**config.mk**
```make
export PLATFORM = sky130hd
export DESIGN_NAME = picoaes_host
export DESIGN_NICKNAME = d
export VERILOG_FILES = /design/src/rtl/picoaes_host.sv
export SDC_FILE = /design/constraint.sdc
export NUM_CORES = 1
export LEC_CHECK = 0
export CAP_MARGIN = 0
export CORE_MARGIN = 2
export CORE_UTILIZATION = 50
export DETAILED_ROUTE_END_ITERATION = 12
export GPL_ROUTABILITY_DRIVEN = 0
export PLACE_DENSITY_LB_ADDON = 0.2
export SETUP_SLACK_MARGIN = 0.2
export SLEW_MARGIN = 5
export SYNTH_ARGS = -nofsm -noshare
export SYNTH_HDL_FRONTEND = slang
export SYNTH_SLANG_ARGS = --single-unit
```
**constraint.sdc**
```tcl
create_clock -name clk -period 3.42 [get_ports clk]
set_input_delay 0.342 -clock clk [delete_from_list [all_inputs] [get_ports clk]]
set_output_delay 0.342 -clock clk [all_outputs]
set_load 0.01 [all_outputs]
```
**src/rtl/picoaes_host.sv**
```systemverilog
`default_nettype none
// ============================================================================
// Module   : picoaes_host
// Purpose  : Bus master that loads key/plaintext into picoaes, starts it,
//            polls STATUS and reads back the ciphertext.
// Revision : 1.0
// ============================================================================
module picoaes_host #(
    parameter logic [23:0] BASE_ADDR = 24'h000000,
    parameter logic [31:0] CTRL_LOAD = 32'h6,
    parameter logic [31:0] CTRL_GO   = 32'h4,
    parameter int          POLL_MAX  = 1023
) (
    input  logic         clk,
    input  logic         reset,
    input  logic         start,
    input  logic [127:0] key,
    input  logic [127:0] pt,
    output logic         busy,
    output logic         done,
    output logic         err,
    output logic [127:0] ct,
    output logic         valid,
    output logic         wen,
    output logic [23:0]  addr,
    output logic [31:0]  wdata,
    input  logic [31:0]  rdata,
    input  logic         ready
);

    localparam int c_PW = (POLL_MAX > 1) ? $clog2(POLL_MAX + 1) : 1;
    localparam logic [c_PW-1:0] c_POLL_LAST = c_PW'(POLL_MAX - 1);

    localparam logic [2:0] c_ST_IDLE  = 3'd0;
    localparam logic [2:0] c_ST_WKEY  = 3'd1;
    localparam logic [2:0] c_ST_WPT   = 3'd2;
    localparam logic [2:0] c_ST_WCTRL = 3'd3;
    localparam logic [2:0] c_ST_POLL  = 3'd4;
    localparam logic [2:0] c_ST_RDCT  = 3'd5;
    localparam logic [2:0] c_ST_FIN   = 3'd6;

    logic [2:0]      r_state;
    logic [1:0]      r_cnt;
    logic [c_PW-1:0] r_poll;
    logic [127:0]    r_key;
    logic [127:0]    r_pt;
    logic [127:0]    r_ct;
    logic            r_err;
    logic            r_valid;
    logic            r_wen;
    logic [23:0]     r_addr;
    logic [31:0]     r_wdata;

    logic [2:0]      w_nstate;
    logic [1:0]      w_ncnt;
    logic            w_xfer;
    logic            w_timeout;
    logic            w_bus_req;
    logic            w_wen;
    logic [7:0]      w_off;
    logic [31:0]     w_wdata;
    logic [127:0]    w_key_src;
    logic [127:0]    w_pt_src;

    assign w_xfer = r_valid & ready;

    always_comb begin
        w_nstate  = r_state;
        w_ncnt    = r_cnt;
        w_timeout = 1'b0;
        case (r_state)
            c_ST_IDLE: begin
                if (start) begin
                    w_nstate = c_ST_WKEY;
                    w_ncnt   = 2'd0;
                end
            end
            c_ST_WKEY, c_ST_WPT, c_ST_WCTRL, c_ST_RDCT: begin
                if (w_xfer) begin
                    w_ncnt = r_cnt + 2'd1;
                    if (r_cnt == 2'd3) begin
                        case (r_state)
                            c_ST_WKEY:  w_nstate = c_ST_WPT;
                            c_ST_WPT:   w_nstate = c_ST_WCTRL;
                            c_ST_WCTRL: w_nstate = c_ST_POLL;
                            default:    w_nstate = c_ST_FIN;
                        endcase
                    end
                end
            end
            c_ST_POLL: begin
                if (w_xfer) begin
                    if (rdata[0]) begin
                        w_nstate = c_ST_RDCT;
                        w_ncnt   = 2'd0;
                    end else if (r_poll == c_POLL_LAST) begin
                        w_nstate  = c_ST_FIN;
                        w_timeout = 1'b1;
                    end
                end
            end
            c_ST_FIN: w_nstate = c_ST_IDLE;
            default:  w_nstate = c_ST_IDLE;
        endcase
    end

    // Bus fields are computed for the upcoming state so they appear registered
    // in the same cycle valid rises; a stall recomputes identical values.
    assign w_key_src = (r_state == c_ST_IDLE) ? key : r_key;
    assign w_pt_src  = (r_state == c_ST_IDLE) ? pt  : r_pt;

    always_comb begin
        w_bus_req = 1'b1;
        w_wen     = r_wen;
        w_off     = 8'h00;
        w_wdata   = r_wdata;
        case (w_nstate)
            c_ST_WKEY: begin
                w_wen   = 1'b1;
                w_off   = 8'h10 - {4'b0000, w_ncnt, 2'b00};
                w_wdata = w_key_src[{w_ncnt, 5'b00000} +: 32];
            end
            c_ST_WPT: begin
                w_wen   = 1'b1;
                w_off   = 8'h20 - {4'b0000, w_ncnt, 2'b00};
                w_wdata = w_pt_src[{w_ncnt, 5'b00000} +: 32];
            end
            c_ST_WCTRL: begin
                w_wen   = 1'b1;
                w_off   = 8'h00;
                w_wdata = w_ncnt[1] ? CTRL_GO : CTRL_LOAD;
            end
            c_ST_POLL: begin
                w_wen = 1'b0;
                w_off = 8'h44;
            end
            c_ST_RDCT: begin
                w_wen = 1'b0;
                w_off = 8'h40 - {4'b0000, w_ncnt, 2'b00};
            end
            default: w_bus_req = 1'b0;
        endcase
    end

    always_ff @(posedge clk) begin
        if (reset) begin
            r_state <= c_ST_IDLE;
            r_cnt   <= 2'd0;
            r_poll  <= '0;
            r_key   <= '0;
            r_pt    <= '0;
            r_ct    <= '0;
            r_err   <= 1'b0;
            r_valid <= 1'b0;
            r_wen   <= 1'b0;
            r_addr  <= '0;
            r_wdata <= '0;
        end else begin
            r_state <= w_nstate;
            r_cnt   <= w_ncnt;
            r_valid <= w_bus_req;
            if (w_bus_req) begin
                r_wen   <= w_wen;
                r_addr  <= BASE_ADDR + {16'h0000, w_off};
                r_wdata <= w_wdata;
            end
            if (r_state == c_ST_IDLE && start) begin
                r_key  <= key;
                r_pt   <= pt;
                r_err  <= 1'b0;
                r_poll <= '0;
            end
            if (r_state == c_ST_POLL && w_xfer && !rdata[0]) begin
                r_poll <= r_poll + c_PW'(1);
            end
            if (w_timeout) begin
                r_err <= 1'b1;
            end
            if (r_state == c_ST_RDCT && w_xfer) begin
                r_ct[{r_cnt, 5'b00000} +: 32] <= rdata;
            end
        end
    end

    assign busy  = (r_state != c_ST_IDLE) && (r_state != c_ST_FIN);
    assign done  = (r_state == c_ST_FIN);
    assign err   = r_err;
    assign ct    = r_ct;
    assign valid = r_valid;
    assign wen   = r_wen;
    assign addr  = r_addr;
    assign wdata = r_wdata;

endmodule
`default_nettype wire

```
==> metrics.txt <==
gr ovfl total=0; DPL Wire Length=54.01 mm; maximum vdd drop=0.3493 mV; Setup crit start=r_state[2]; Pre-Repair DR Iteration Count=6; total core area=39,730 um^2; Worst Path Arrival=2.77 ns; die area=41,850 um^2; worst-path fanout max=16; drt total wl=76.86 mm; Largest stage delay, worst path=0.82 ns; Die H=204.6 um; CTS sink cnt=439; most frequent cell after synthesis=nand2_1; Worst Setup Start Kind=flop; crit-path cells=nor3_4 > buf_4 > nor2_1 > clkdlybuf4s50_1; Warnings, synthesis=0; post-layout minimum cycle time=3.115 ns; Placed Cells=3,467; commonest cells in the netlist=nand2_1 (940), dfxtp_1 (439), a21oi_1 (396); layout cells sized above 1=7.268%; Main synth FF type=dfxtp_1; endpoints failing setup=0; Post-Syn Area=20,120 um^2; number of flops mapped to enable cells by yosys=0; Rows=73; CTS clk-pin slew, worst paths=0.06 ns; Achievable Freq=0.3210 GHz; pwr/cell area=482.6 nW/um^2; Filler cells=3,289; Yosys cell types=68; Iter 0 DRT Violations=2,402; CTS tree=done; Sequential cell area=8788 um^2; cts bufs inserted=47; vias in the first global route=19.67k; DR vias=21.12k; cts repair resizes=0; I/O pin cnt=481; Max stage delay cell, worst path=nor3_4; failing checks=slew limit; global-route wire length before repair=114.3 mm; Total GRT Usage=35.56%; Worst EP required=3.08 ns; critical path endpoint category=output port; worst hold path class=input port to flop; Routed wire per std cell=21.60 um; clock buffer depth=3; Root Buffer=clkbuf_16; status=finished with violations; Design Power=12,850 uW; # nets final=3,291; final period utilization=91.09%; final setup TNS=0 ns; Yosys reg bits=439; fin cells=3,559; number of port buffers=461; post-synthesis instance total=2,660; Layout area overhead=32.38%; clk_lat worst skew=0.60 ns; number of max-cap violations=0; Post-synth ARST share=0%; critical path class=flop to output port; RSZ-0062 raised after global routing=no; Synth area leaders=dfxtp_1 (44%), nand2_1 (18%), a21oi_1 (9.9%); share of the synthesized area in the top cell type=43.69%; max-slew violations=9; Die X=204.6 um; static leakage=0.009705 uW; syn avg cell area=7.562 um^2; largest net degree at the start of global routing=262; Post-DRT Antenna Nets=0; Reg-to-Reg Start=r_state[2]; HP Start=reset; vias per cell=5.933; hold buffer count at cts=0; post-synthesis sequential area ratio=43.69%; relative slew slack=-0.1250%; clk_skew=0.02481 ns; final hold vios=0; Setup Fix Bufs, Post-CTS=0; multi-input logic area=10,330 um^2; Initial Util=50.63%; Final Util=67.02%; DR DRC count=0; final hold slack=0.2092 ns; Synth area leader=dfxtp_1; htree depth=2; Worst-Margin Slew=1.502 ns; initial antenna violation count=8
==> final cells by class <==
class / count / area share, %
clock inverters: 18 / 1.132
inverters: 6 / 0.08458
diodes: 7 / 0.06578
repair buffers: 509 / 19.31
flip-flops and latches: 439 / 33.00
clock buffers: 67 / 5.122
well taps: 525 / 2.467
multi-input cells: 1988 / 38.81
==> per-layer routing <==
metal / global-route usage [%] / up-vias / share of wire, %
li1: - / 9632 / -
met1: 43.50 / 9982 / 36
met2: 56.97 / 1265 / 47
met3: 6.872 / 236 / 10
met4: 23.78 / 2 / 7.0
met5: 0 / - / 0.017
==> power breakdown <==
part,total (uW),internal [uW],switching [uW],leakage [uW]
clock network,5530,3380,2150,0.000814
logic,1810,797,1010,0.00531
registers,5520,5350,162,0.00358
==> stage by stage <==
step | cell area [um^2] | setup slack (ns)
6_report | 26630 | 0.3049
5_1_grt | 26620 | 0.2387
4_1_cts | 26610 | 0.3223
3_5_place_dp | 24950 | 0.3579
3_3_place_gp | 24950 | 0.4376
2_1_floorplan | 20180 | 0.9102
==> state kept, by name, indices dropped and copies added (netlist names), 2 cells and up <==
signal	cells
r_key	128
addr	5
r_cnt	2
r_pt	128
r_state	3
r_poll	10
ct	128
wdata	32
==> final timing paths <==
| check | endpoint | slack (ns) | depth (start not counted) |
|---|---|---|---|
| worst max-delay path | busy | 0.30 | 4 |
| worst min-delay path | r_pt[13] | 0.21 | 2 |
| worst max register to register | wdata[15] | 0.47 | 8 |
| worst min register to register | ct[63] | 0.45 | 2 |
==> worst max-delay path, delay by kind of cell (launching register included) <==
family        cells  cell delay (ns)
flops             1             0.51
buf+inv           2             0.80
simple gates      2             0.88
==> kinds of logic (layout without fill, tap and decap cells) <==
logic type	count (synthesis)	count (layout)	share of synthesized area (%)
buffers and inverters	251	600	5.474
AND/OR/NAND/NOR	1384	1384	29.28
other	1	26	0.01864
flip-flops	439	439	43.69
adder cells (fa/ha/maj)	8	8	0.4976
XOR/XNOR	4	4	0.2115
AO/OA/AOI/OAI	512	512	14.43
multiplexers	61	61	6.394
==> layout by cell type (no fill, tap or decap), types with 4 or more instances in the layout <==
cell type / Yosys / routed
clkbuf_1: 178 / 11
conb_1: 1 / 19
and2_1: 10 / 10
a21oi_1: 396 / 396
buf_4: 25 / 35
dfxtp_1: 439 / 439
and3_1: 7 / 7
clkbuf_16: 0 / 49
a22oi_2: 10 / 10
a31oi_1: 7 / 7
bufinv_16: 0 / 8
clkbuf_8: 0 / 7
a22oi_1: 21 / 21
mux2i_1: 7 / 7
nor3_1: 6 / 5
buf_12: 0 / 13
clkdlybuf4s50_1: 0 / 460
nor2_1: 39 / 38
diode_2: 0 / 7
a21o_1: 27 / 27
a311oi_1: 5 / 5
o21ai_0: 13 / 13
clkinv_2: 0 / 7
nand4_1: 5 / 5
nand2_1: 940 / 940
inv_1: 4 / 4
nand3_1: 340 / 340
nand2b_1: 6 / 6
mux4_2: 54 / 54
ha_1: 8 / 8
Note: power is estimated with default switching activity, not from simulation.
